[src/rtl/mem_access_stage_pkg.sv]
// Shared definitions for the MEM pipeline stage: funct3 encodings, FSM states,
// access-size decode helpers.
package mem_access_stage_pkg;

    localparam int XLEN_DEFAULT = 32;

    localparam logic [2:0] F3_B  = 3'b000;
    localparam logic [2:0] F3_H  = 3'b001;
    localparam logic [2:0] F3_W  = 3'b010;
    localparam logic [2:0] F3_BU = 3'b100;
    localparam logic [2:0] F3_HU = 3'b101;

    typedef enum logic {
        ST_IDLE,
        ST_RMW_WR
    } state_t;

    typedef enum logic [1:0] {
        SZ_BYTE,
        SZ_HALF,
        SZ_WORD
    } size_t;

    // Reserved encodings fall through to a full-word access.
    function automatic size_t f3_size(input logic [2:0] f3);
        case (f3)
            F3_B, F3_BU: return SZ_BYTE;
            F3_H, F3_HU: return SZ_HALF;
            default:     return SZ_WORD;
        endcase
    endfunction

    function automatic logic f3_unsigned(input logic [2:0] f3);
        return (f3 == F3_BU) || (f3 == F3_HU);
    endfunction

endpackage

[src/rtl/mem_access_stage_if.sv]
// Word-wide data-memory port: combinational read, write on the clock edge.
interface mem_access_stage_if
    import mem_access_stage_pkg::*;
#(
    parameter int XLEN = XLEN_DEFAULT
);
    logic [XLEN-1:0] addr;
    logic            we;
    logic [XLEN-1:0] din;
    logic [XLEN-1:0] dout;

    modport master (output addr, output we, output din, input dout);
    modport slave  (input addr, input we, input din, output dout);
endinterface

[src/rtl/mem_access_stage_lane_unit.sv]
// Byte/halfword lane handling: load extraction with sign/zero extension and
// store merge into a read word. Lane selection assumes a 32-bit word.
module mem_lane_unit
    import mem_access_stage_pkg::*;
#(
    parameter int XLEN = XLEN_DEFAULT
) (
    input  logic [2:0]      funct3,
    input  logic [1:0]      addr_lo,
    input  logic [XLEN-1:0] word,
    input  logic [XLEN-1:0] wdata,
    output logic [XLEN-1:0] load_data,
    output logic [XLEN-1:0] store_data
);
    localparam int LANES = XLEN / 8;

    size_t            size;
    logic             is_unsigned;
    logic [7:0]       byte_sel;
    logic [15:0]      half_sel;
    logic [LANES-1:0] lane_en;
    logic [XLEN-1:0]  wdata_rep;

    assign size        = f3_size(funct3);
    assign is_unsigned = f3_unsigned(funct3);
    assign byte_sel    = word[8*addr_lo +: 8];
    assign half_sel    = addr_lo[1] ? word[31:16] : word[15:0];

    always_comb begin
        load_data = word;
        case (size)
            SZ_BYTE: load_data = is_unsigned ? {{(XLEN-8){1'b0}}, byte_sel}
                                             : {{(XLEN-8){byte_sel[7]}}, byte_sel};
            SZ_HALF: load_data = is_unsigned ? {{(XLEN-16){1'b0}}, half_sel}
                                             : {{(XLEN-16){half_sel[15]}}, half_sel};
            default: load_data = word;
        endcase
    end

    // Store data is replicated across all lanes; lane_en picks which lanes replace the read word.
    always_comb begin
        lane_en   = '1;
        wdata_rep = wdata;
        case (size)
            SZ_BYTE: begin
                lane_en   = LANES'(1) << addr_lo;
                wdata_rep = {LANES{wdata[7:0]}};
            end
            SZ_HALF: begin
                lane_en   = addr_lo[1] ? LANES'(4'b1100) : LANES'(4'b0011);
                wdata_rep = {(LANES/2){wdata[15:0]}};
            end
            default: begin
                lane_en   = '1;
                wdata_rep = wdata;
            end
        endcase
    end

    for (genvar gi = 0; gi < LANES; gi++) begin : g_merge
        assign store_data[8*gi +: 8] = lane_en[gi] ? wdata_rep[8*gi +: 8] : word[8*gi +: 8];
    end

endmodule

[src/rtl/mem_access_stage.sv]
// Pipeline MEM stage: loads with extension, word stores, sub-word stores as a
// two-cycle read-modify-write, MEM/WB register. Option: MEM_STAGE_MISALIGN_EN.
module mem_access_stage
    import mem_access_stage_pkg::*;
#(
    parameter int              XLEN          = XLEN_DEFAULT,
    parameter logic [XLEN-1:0] RESET_PC_DATA = '0
) (
    input  logic              clk,
    input  logic              rstn,

    input  logic              in_valid,
    output logic              in_ready,
    input  logic              in_mem_read,
    input  logic              in_mem_write,
    input  logic [2:0]        in_funct3,
    input  logic [XLEN-1:0]   in_addr,
    input  logic [XLEN-1:0]   in_wdata,
    input  logic [4:0]        in_rd,
    input  logic              in_reg_write,

    mem_access_stage_if.master dm,

    output logic              wb_valid,
    output logic              wb_reg_write,
    output logic [4:0]        wb_rd,
    output logic [XLEN-1:0]   wb_data
`ifdef MEM_STAGE_MISALIGN_EN
    ,
    output logic              wb_misalign
`endif
);
    state_t          state_reg;
    logic [XLEN-1:0] rmw_addr_reg;
    logic [XLEN-1:0] rmw_data_reg;
    logic [4:0]      rmw_rd_reg;

    logic            wb_valid_reg;
    logic            wb_reg_write_reg;
    logic [4:0]      wb_rd_reg;
    logic [XLEN-1:0] wb_data_reg;

    logic            accept;
    logic            is_store;
    logic            is_load;
    logic            sub_store;
    logic            misalign;
    size_t           size;
    logic [XLEN-1:0] aligned_addr;
    logic [XLEN-1:0] load_data;
    logic [XLEN-1:0] store_data;

    assign in_ready     = (state_reg == ST_IDLE);
    assign accept       = in_valid & in_ready;
    assign is_store     = in_mem_write;
    assign is_load      = in_mem_read & ~in_mem_write;
    assign size         = f3_size(in_funct3);
    assign sub_store    = is_store & (size != SZ_WORD);
    assign aligned_addr = {in_addr[XLEN-1:2], 2'b00};

`ifdef MEM_STAGE_MISALIGN_EN
    logic wb_misalign_reg;

    assign misalign    = (is_load | is_store) &
                         (((size == SZ_HALF) & in_addr[0]) | ((size == SZ_WORD) & (|in_addr[1:0])));
    assign wb_misalign = wb_misalign_reg;
`else
    assign misalign = 1'b0;
`endif

    mem_lane_unit #(.XLEN(XLEN)) u_lane (
        .funct3     (in_funct3),
        .addr_lo    (in_addr[1:0]),
        .word       (dm.dout),
        .wdata      (in_wdata),
        .load_data  (load_data),
        .store_data (store_data)
    );

    // The RMW write cycle replays the latched word; otherwise the port follows the incoming entry.
    assign dm.addr = (state_reg == ST_RMW_WR) ? rmw_addr_reg : aligned_addr;
    assign dm.din  = (state_reg == ST_RMW_WR) ? rmw_data_reg : in_wdata;
    assign dm.we   = rstn & ((state_reg == ST_RMW_WR) |
                             (accept & is_store & ~sub_store & ~misalign));

    assign wb_valid     = wb_valid_reg;
    assign wb_reg_write = wb_reg_write_reg;
    assign wb_rd        = wb_rd_reg;
    assign wb_data      = wb_data_reg;

    always_ff @(posedge clk or negedge rstn) begin
        if (!rstn) begin
            state_reg        <= ST_IDLE;
            rmw_addr_reg     <= '0;
            rmw_data_reg     <= '0;
            rmw_rd_reg       <= '0;
            wb_valid_reg     <= 1'b0;
            wb_reg_write_reg <= 1'b0;
            wb_rd_reg        <= '0;
            wb_data_reg      <= RESET_PC_DATA;
`ifdef MEM_STAGE_MISALIGN_EN
            wb_misalign_reg  <= 1'b0;
`endif
        end else begin
            wb_valid_reg <= 1'b0;
            unique case (state_reg)
                ST_IDLE: begin
                    if (accept) begin
                        if (sub_store && !misalign) begin
                            rmw_addr_reg <= aligned_addr;
                            rmw_data_reg <= store_data;
                            rmw_rd_reg   <= in_rd;
                            state_reg    <= ST_RMW_WR;
                        end else begin
                            wb_valid_reg     <= 1'b1;
                            wb_rd_reg        <= in_rd;
                            wb_reg_write_reg <= in_reg_write & ~is_store & ~misalign;
                            wb_data_reg      <= (is_load && !misalign) ? load_data : in_addr;
`ifdef MEM_STAGE_MISALIGN_EN
                            wb_misalign_reg  <= misalign;
`endif
                        end
                    end
                end
                ST_RMW_WR: begin
                    wb_valid_reg     <= 1'b1;
                    wb_reg_write_reg <= 1'b0;
                    wb_rd_reg        <= rmw_rd_reg;
                    wb_data_reg      <= rmw_addr_reg;
`ifdef MEM_STAGE_MISALIGN_EN
                    wb_misalign_reg  <= 1'b0;
`endif
                    state_reg        <= ST_IDLE;
                end
            endcase
        end
    end

endmodule

[src/flat_wrapper.sv]
// flat-port wrapper written by rule: the top's interface ports become plain ports
module mem_access_stage_flat import mem_access_stage_pkg::*;
#(
    parameter int              XLEN          = XLEN_DEFAULT,
    parameter logic [XLEN-1:0] RESET_PC_DATA = '0
)
  (clk, rstn, in_valid, in_ready, in_mem_read, in_mem_write, in_funct3, in_addr, in_wdata, in_rd, in_reg_write, wb_valid, wb_reg_write, wb_rd, wb_data, dm_addr, dm_we, dm_din, dm_dout);
  mem_access_stage_if #(.XLEN(XLEN)) dm_i ();
  input  logic clk;
  input  logic rstn;
  input  logic in_valid;
  output logic in_ready;
  input  logic in_mem_read;
  input  logic in_mem_write;
  input  logic [2:0] in_funct3;
  input  logic [XLEN-1:0] in_addr;
  input  logic [XLEN-1:0] in_wdata;
  input  logic [4:0] in_rd;
  input  logic in_reg_write;
  output logic wb_valid;
  output logic wb_reg_write;
  output logic [4:0] wb_rd;
  output logic [XLEN-1:0] wb_data;
  output wire logic [$bits(dm_i.addr)-1:0] dm_addr;
  output wire logic [$bits(dm_i.we)-1:0] dm_we;
  output wire logic [$bits(dm_i.din)-1:0] dm_din;
  input wire logic [$bits(dm_i.dout)-1:0] dm_dout;
  assign dm_addr = dm_i.addr;
  assign dm_we = dm_i.we;
  assign dm_din = dm_i.din;
  assign dm_i.dout = dm_dout;
  mem_access_stage #(.XLEN(XLEN), .RESET_PC_DATA(RESET_PC_DATA)) u_core (.clk(clk), .rstn(rstn), .in_valid(in_valid), .in_ready(in_ready), .in_mem_read(in_mem_read), .in_mem_write(in_mem_write), .in_funct3(in_funct3), .in_addr(in_addr), .in_wdata(in_wdata), .in_rd(in_rd), .in_reg_write(in_reg_write), .dm(dm_i), .wb_valid(wb_valid), .wb_reg_write(wb_reg_write), .wb_rd(wb_rd), .wb_data(wb_data));
endmodule
[config.mk]
export PLATFORM = sky130hd
export DESIGN_NAME = mem_access_stage_flat
export DESIGN_NICKNAME = d
export VERILOG_FILES = /design/src/rtl/mem_access_stage_pkg.sv /design/src/rtl/mem_access_stage_if.sv /design/src/rtl/mem_access_stage_lane_unit.sv /design/src/rtl/mem_access_stage.sv /design/src/flat_wrapper.sv
export SDC_FILE = /design/constraint.sdc
export NUM_CORES = 1
export LEC_CHECK = 0
export ABC_AREA = 1
export CORE_AREA = 5 5 123 125
export DETAILED_ROUTE_END_ITERATION = 10
export DIE_AREA = 0 0 128 130
export PLACE_DENSITY = 0.95
export SLEW_MARGIN = 10
export SYNTH_ARGS = -nofsm -noshare
export SYNTH_HDL_FRONTEND = slang
export SYNTH_HIERARCHICAL = 1
export SYNTH_SLANG_ARGS = --single-unit
[constraint.sdc]
create_clock -name clk -period 2.7 [get_ports clk]
set_input_delay 0.675 -clock clk [delete_from_list [all_inputs] [get_ports clk]]
set_output_delay 0.675 -clock clk [all_outputs]
set_load 0.02 [all_outputs]
==> results of run 1 <==
-- power by group through the flow --
stage	registers [mW]	clock network (mW)	logic (mW)
after detailed placement	2.06	0	1.59
final	2.04	1.46	1.60
after floorplan	2.14	0	0.747
after global routing	2.07	1.54	1.74
after global placement	2.05	0	1.55
after CTS	2.04	1.48	1.60
-- layout make-up --
| cell class | instances | area, um^2 |
|---|---|---|
| timing repair buffer | 245 | 2500 |
| clock inverter | 6 | 87.6 |
| fill | 1121 | 4320 |
| clock buffer | 10 | 239 |
| sequential | 107 | 2680 |
| multi-input combinational | 791 | 3440 |
| inverter | 76 | 288 |
| tap | 180 | 225 |
-- metrics by stage --
| stage | instance area [um^2] | power, mW |
|---|---|---|
| detailed placement | 9070 | 3.65 |
| global placement | 9070 | 3.60 |
| global route | 9450 | 5.35 |
| finish | 9450 | 5.11 |
| CTS | 9400 | 5.11 |
| floorplan | 6740 | 2.88 |
-- Yosys cell counts, drive strengths merged --
| library cell | count | area, um^2 |
|---|---|---|
| a21boi | 1 | 7.51 |
| a21oi | 1 | 5.00 |
| buf | 44 | 300 |
| clkbuf | 16 | 60.1 |
| clkinv | 1 | 3.75 |
| conb | 1 | 3.75 |
| dfrtp | 107 | 2680 |
| inv | 75 | 284 |
| nand2 | 560 | 2140 |
| nand3 | 86 | 435 |
| nand4 | 1 | 12.5 |
| nor2 | 7 | 51.3 |
| o211ai | 6 | 50.1 |
| o21ai | 120 | 661 |
| o22ai | 7 | 43.8 |
-- worst register-to-register path, delay by kind of cell (launching register included) --
kind | cells | cell delay (ns)
buffers and inverters | 2 | 0.61
DFF | 1 | 0.45
and+or+nand+nor | 4 | 0.51
-- cell families after synthesis --
kind of cell | Yosys count | synth area share
other | 1 | 0.000557
AOI/OAI and AO/OA | 135 | 0.114
and+or+nand+nor | 654 | 0.392
DFF | 107 | 0.397
buffers and inverters | 136 | 0.0962
-- worst max path at each step --
| stage | start | to | slack, ns | depth (start not counted) |
|---|---|---|---|---|
| finish | in_addr[30] | dm_addr[30] | 0.005 | 4 |
| detailed placement | in_funct3[1] | u_core/wb_data[31] | -0.25 | 9 |
| floorplan | u_core/state_reg | dm_addr[2] | 0.77 | 3 |
| CTS | in_addr[27] | dm_addr[27] | 0.002 | 4 |
| global placement | in_funct3[1] | u_core/wb_data[31] | -0.17 | 9 |
| global route | in_addr[19] | dm_addr[19] | 0.001 | 4 |
-- placed cells by master, fill, tap and decap left out, types with 2 or more instances in the layout --
master	count
nor2_4	4
bufinv_16	2
nand2_4	4
nand2_1	550
inv_1	67
clkbuf_16	9
buf_4	27
inv_2	7
o22ai_1	7
clkinv_2	2
dlygate4sd2_1	5
o21ai_2	16
conb_1	2
dlymetal6s2s_1	19
dfrtp_1	106
o21ai_1	57
o21ai_0	47
nand3_1	85
buf_12	7
nor2_1	2
o211ai_1	5
nand2_2	6
clkdlybuf4s50_1	187
-- metal layers --
layer / track usage / up-vias
met5: 0 / -
li1: - / 3636
met4: 0.152 / 0
met2: 0.484 / 516
met3: 0.0684 / 117
met1: 0.359 / 3519
==> flow_summary.ini, run 1 <==
[run_status]
outcome = finished, final reports clean

[sta]
timing.final.crit_period_ns = 2.69
rsz0062_at_grt = no
fin_tns_setup_ns = 0
slew_headroom = 0.448
drv_slew = 0
setup_ws_ns = 0.00517
setup_violations = 0
tightest_slew_ns = 0.827
min_period_over_period = 0.998
hold_slack_ns = 0.481
finalClockSkew_ns = 0.00640
finalHoldViolations = 0
fmax_ghz = 0.371

[setup_path]
setup.worst_path.class = in2out
ff2ff_path_depth = 6
critPathSlowestCell = clkdlybuf4s50_1
crit_path_start_kind = primary input
required_ns = 2.03
crit_arrival_ns = 2.02
cp_max_fo = 3
slowest_delay_ns = 0.64
ff2ff_setup_slack_ns = 1.06
r2r_start = u_core/state_reg
worstPathCellList = clkdlybuf4s50_1 > inv_1 > o21ai_0 > clkdlybuf4s50_1
reg2reg_to = u_core/rmw_data_reg[6]
end_kind = output port
critical-path-top-delay-family = buffers and inverters
cp_common_cell = clkdlybuf4s50_1
crit_buf_inv = 3

[drt]
wl_um = 24600
vias = 7788
drt-pass1-iter-count = 6
wl_met1_um = 9230
wire_per_inst_um = 17.4
first_iter_violations = 918
dr_wl_met2_um = 11600
top_layer_used = met4
drc = 0
viasPerCell = 5.50
wl_met3_um = 2520
ant_nets = 0

[finish]
stdcell_count = 1415
n_antenna_cell = 0
utilization = 0.686
synthToLayoutAreaGrowth_pct = 40.3
nNetsFinal = 1340
layout-drive-gt1-share = 0.0753

[pwr]
clkPwrFrac = 0.285
intPower_mw = 3.42
p_sw_mw = 1.68
switching_share = 0.330
power_frac_comb = 0.314
irDropWorstVdd_mv = 0.448
seqPwrFrac = 0.400
power.leakage_nw = 5.03
pwr_density_cell_mw_per_mm2 = 540

[synthesis]
ys_types = 29
ys_seq_elements = 107
yosys_warnings = 6
syn_area_mm2 = 0.00674
avgSynthCellArea_um2 = 6.52
ys_seq_area_frac = 0.397
netlist_instances = 1033

[placement]
post-place-ws_ns = -0.251
hpwl_um = 18000
dpl.cell_count = 1399
io_buffers = 212
gp_congestion = 1.02

[cts]
cts_setup_buffers = 0
cts_tree = yes
ctsHtreeMaxLevel = 3
clk_pin_slew_ns = 0.07
ctsHoldBuffers = 0
cts_resized = 5
cts-root-buf = clkbuf_16
clk_latency_ns = 0.36
cts_made_buffers = 9
cts_sinks = 107
clockBufferDepth = 2

[die]
die_h_um = 130
num_rows = 43
fp.dieW_um = 128
start_util = 0.489
num_io_pins = 215
fp.coreArea_mm2 = 0.0138
die_area_mm2 = 0.0166

[global_routing]
grt_overflow = 0
grt_max_degree = 65
grt_pass1_vias = 7552
grt_pass1_wl_um = 38500
grt_antenna_before_repair = 0
track_usage = 0.293

[job]
max-cap-violations = 0

[hold_path]
min_path_cells = 2
hold_start = u_core/rmw_data_reg[19]
holdPathEnd = u_core/rmw_data_reg[19]
hold_path_class = reg2reg
No activity file was read; power rests on OpenSTA's default activity.
==> run 2: changes to the inputs <==
CORE_AREA = 5 5 125 127   (was 5 5 123 125)
DIE_AREA = 0 0 130 132   (was 0 0 128 130)
PLACE_DENSITY = 0.93   (was 0.95)
==> run 2 against run 1 <==
Compared with the run above: register-to-register slack worse by 0.16 ns; power decreased by 1.0%; cell count rose by 0.42%; sequential power barely moved; combinational power is essentially flat; critical path type unchanged; critical endpoint is now dm_din[31].
==> flow_summary.ini, run 2 (synthesis results as in run 1) <==
[global_routing]
grt_pass1_wl_um = 38500
grt_max_degree = 64
track_usage = 0.281
grt_pass1_vias = 7493
grt_antenna_before_repair = 0
grt_overflow = 0

[sta]
slew_headroom = 0.462
timing.final.crit_period_ns = 2.69
finalClockSkew_ns = 0.00748
setup_violations = 0
min_period_over_period = 0.997
hold_slack_ns = 0.480
rsz0062_at_grt = no
finalHoldViolations = 0
fmax_ghz = 0.372
tightest_slew_ns = 0.807
drv_slew = 0

[cts]
clockBufferDepth = 2
clk_latency_ns = 0.35
cts_tree = yes
cts_sinks = 107
cts_made_buffers = 9
cts-root-buf = clkbuf_16
cts_setup_buffers = 0
clk_pin_slew_ns = 0.06
ctsHtreeMaxLevel = 3

[hold_path]
min_path_cells = 2
hold_path_class = reg2reg
hold_start = u_core/rmw_data_reg[21]
holdPathEnd = u_core/rmw_data_reg[21]

[die]
fp.coreArea_mm2 = 0.0143
die_h_um = 132
die_area_mm2 = 0.0172
start_util = 0.471
num_io_pins = 215
fp.dieW_um = 130
num_rows = 44

[drt]
vias = 7567
ant_nets = 0
wire_per_inst_um = 17.0
drc = 0
viasPerCell = 5.33
drt-pass1-iter-count = 5
first_iter_violations = 761
wl_um = 24100

[finish]
layout_common_cells = 550 x nand2_1, 192 x clkdlybuf4s50_1, 106 x dfrtp_1, 85 x nand3_1, 67 x inv_1
nNetsFinal = 1344
synthToLayoutAreaGrowth_pct = 40.8
layout-drive-gt1-share = 0.0760
final_common_cell = nand2_1
nFillCells = 1229
n_antenna_cell = 0

[pwr]
p_sw_mw = 1.63
clkPwrFrac = 0.278
total_power_mw = 5.05
power_frac_comb = 0.318
pwr_density_cell_mw_per_mm2 = 533
irDropWorstVdd_mv = 0.439
power.leakage_nw = 5.01
intPower_mw = 3.42
switching_share = 0.323
seqPwrFrac = 0.404

[job]
max-cap-violations = 0

[setup_path]
cp_max_fo = 2
crit_path_start_kind = primary input
end_kind = output port
ff2ff_setup_slack_ns = 0.90
setup.worst_path.class = in2out
crit_arrival_ns = 2.02
ff2ff_path_depth = 7
r2r_start = u_core/state_reg
reg2reg_to = u_core/wb_data[19]
required_ns = 2.03

[placement]
gp_congestion = 0.920
hpwl_um = 18200
io_buffers = 212

[run_status]
outcome = finished, final reports clean
## run 2: cell count changes in the layout (fill, tap and decap cells not counted)
| cell | delta |
|---|---|
| clkdlybuf4s50_1 | +5 |
| dlygate4sd2_1 | -1 |
| dlymetal6s2s_1 | -4 |
| buf_12 | +3 |
| inv_2 | -1 |
| buf_4 | +1 |
| nand3_4 | -1 |
| clkbuf_1 | +1 |
| inv_6 | -1 |
| clkinv_4 | -1 |
| nand3_2 | +1 |
## run 2: worst max path at each step
stage / from / slack [ns] / end / cells after the start
6_report: in_wdata[31] / 0.009 / dm_din[31] / 4
5_1_grt: in_wdata[31] / 0.0007 / dm_din[31] / 4
4_1_cts: u_core/state_reg / 0.002 / dm_din[24] / 5
3_5_place_dp: in_funct3[1] / -0.08 / dm_we / 4
3_3_place_gp: in_addr[2] / -0.05 / dm_addr[2] / 4
2_1_floorplan: u_core/state_reg / 0.77 / dm_addr[2] / 3
## run 2: layout make-up
class,instances,area (um^2),share of cell area
multi-input cells,791,3430,0.361
clock buffers,11,243,0.0256
well taps,184,230,0.0243
flip-flops and latches,107,2680,0.282
repair buffers,249,2550,0.269
clock inverters,3,65.1,0.00686
inverters,76,289,0.0305
## run 2: layer usage
metal  GRT usage  wire length (um)  vias to the layer above
li1            -                 -                     3623
met1       0.355              9280                     3457
met2       0.445             11300                      409
met3      0.0725              2380                       78
met4       0.139              1120                        0
met5           0                 0                        -
## run 2: what timing repair did
item                       CTS  global route
pin swaps                    0             0
hold buffers                 0             0
setup endpoints to repair    4            39
resized for setup            4            16
## run 2: power groups by stage
stage | logic [mW] | clock network, mW | registers, mW
after floorplan | 0.747 | 0 | 2.14
after global placement | 1.57 | 0 | 2.05
after detailed placement | 1.61 | 0 | 2.06
after CTS | 1.61 | 1.43 | 2.04
after global routing | 1.75 | 1.50 | 2.07
final | 1.61 | 1.40 | 2.04
## run 2: worst max-delay path, cell delays in order
cell	delay, ns
clkdlybuf4s50_1	0.56
nand2_1	0.08
nand2_1	0.07
clkdlybuf4s50_1	0.63
## run 2: stage by stage
step / instances / TNS (ns) / worst slack [ns] / utilization / area (um^2)
after global routing: 1421 / 0 / 0.000724 / 0.663 / 9490
after CTS: 1421 / 0 / 0.00231 / 0.660 / 9450
after global placement: 1407 / -0.144 / -0.0454 / 0.639 / 9150
after detailed placement: 1407 / -0.114 / -0.0826 / 0.639 / 9150
final: 1421 / 0 / 0.00915 / 0.663 / 9490
after floorplan: 1034 / 0 / 0.766 / - / 6740
==> run 3: changes to the inputs <==
CORE_AREA = 5 5 123 125   (was 5 5 125 127)
DIE_AREA = 0 0 128 130   (was 0 0 130 132)
PLACE_DENSITY = 0.95   (was 0.93)
SKIP_CTS_REPAIR_TIMING = 1   (was not set)
==> run 3 against run 2 <==
Compared with the run above: count of clock-buffer cells in the layout decreased by 1; flip-flop and latch count unchanged; first-iteration DRC count increased by 18%; clock skew decreased by 0.0014 ns; cell area decreased by 0.21%; sequential share of layout area increased by 0.060 points; non-clock buffer count decreased by 4; clock power increased by 4%; via count increased by 2.9%; maximum frequency decreased by 0.15%.
==> flow_summary.ini, run 3 (synthesis results as in run 1) <==
[setup_path]
cp_max_fo = 3
r2r_start = u_core/state_reg
crit_path_start_kind = primary input
required_ns = 2.03
reg2reg_to = u_core/rmw_data_reg[6]
end_kind = output port
ff2ff_setup_slack_ns = 1.07
setup.worst_path.class = in2out
crit_arrival_ns = 2.02
ff2ff_path_depth = 6

[sta]
fmax_ghz = 0.371
slew_headroom = 0.449
finalClockSkew_ns = 0.00608
min_period_over_period = 0.998
setup_violations = 0
timing.final.crit_period_ns = 2.69
drv_slew = 0
tightest_slew_ns = 0.827
finalHoldViolations = 0
rsz0062_at_grt = no

[pwr]
power.leakage_nw = 5.07
irDropWorstVdd_mv = 0.453
pwr_density_cell_mw_per_mm2 = 540

[die]
start_util = 0.489
die_h_um = 130
die_area_mm2 = 0.0166
fp.coreArea_mm2 = 0.0138
num_io_pins = 215
num_rows = 43
fp.dieW_um = 128

[drt]
vias = 7784
wl_um = 24700
viasPerCell = 5.50
first_iter_violations = 895
drt-pass1-iter-count = 6
ant_nets = 0
wire_per_inst_um = 17.5
drc = 0

[hold_path]
min_path_cells = 2
hold_path_class = reg2reg
holdPathEnd = u_core/rmw_data_reg[19]
hold_start = u_core/rmw_data_reg[19]

[cts]
cts_sinks = 107
ctsHtreeMaxLevel = 3
clk_pin_slew_ns = 0.07
cts-root-buf = clkbuf_16
cts_tree = yes
clockBufferDepth = 2
clk_latency_ns = 0.36
cts_made_buffers = 9

[finish]
stdcell_area_mm2 = 0.00947
nNetsFinal = 1340
n_antenna_cell = 0
synthToLayoutAreaGrowth_pct = 40.5
stdcell_count = 1415
final_common_cell = nand2_1
layout-drive-gt1-share = 0.0753
layout_common_cells = 550 x nand2_1, 187 x clkdlybuf4s50_1, 106 x dfrtp_1, 85 x nand3_1, 67 x inv_1

[global_routing]
grt_antenna_before_repair = 0
grt_max_degree = 65
grt_pass1_vias = 7552
track_usage = 0.293
grt_overflow = 0
grt_pass1_wl_um = 38500

[placement]
hpwl_um = 18000
dpl.cell_count = 1399
place_area_mm2 = 0.00907
io_buffers = 212
gp_congestion = 1.02

[run_status]
outcome = finished, final reports clean

[job]
max-cap-violations = 0
-- run 3: final cells by class --
cell class	count	area, um^2
fillers	1114	4300
repair buffers	245	2510
well taps	180	225
multi-input cells	791	3440
flip-flops and latches	107	2680
clock buffers	10	239
inverters	76	288
clock inverters	6	87.6
-- run 3: routing by layer --
layer | global-route usage | wire [um]
met3 | 0.0684 | 2490
met5 | 0 | 0
met2 | 0.484 | 11700
met4 | 0.152 | 1230
met1 | 0.359 | 9310
-- run 3: worst max path at each step --
stage	startpoint	endpoint	slack, ns
finish	in_addr[30]	dm_addr[30]	0.005
global route	in_addr[19]	dm_addr[19]	0.001
CTS	in_addr[12]	dm_addr[12]	-0.05
detailed placement	in_funct3[1]	u_core/wb_data[31]	-0.25
global placement	in_funct3[1]	u_core/wb_data[31]	-0.17
floorplan	u_core/state_reg	dm_addr[2]	0.77
-- run 3: power by group --
part / leakage, nW / internal (mW) / switching, mW
Clock: 0.163 / 0.841 / 0.620
Combinational: 3.57 / 0.706 / 0.901
Sequential: 1.34 / 1.88 / 0.166
-- run 3: stage by stage --
step	total power, mW	TNS (ns)	hold slack, ns	util	setup WS, ns
after floorplan	2.88	0	0.379	-	0.766
after global routing	5.36	0	0.510	0.688	0.00105
after CTS	5.12	-0.170	0.484	0.683	-0.0515
after detailed placement	3.65	-3.41	0.465	0.659	-0.251
after global placement	3.60	-2.19	0.462	0.659	-0.171
final	5.11	0	0.481	0.688	0.00512
-- run 3: critical path: stages --
cell	delay [ns]
clkdlybuf4s50_1	0.46
inv_1	0.07
o21ai_0	0.18
clkdlybuf4s50_1	0.64
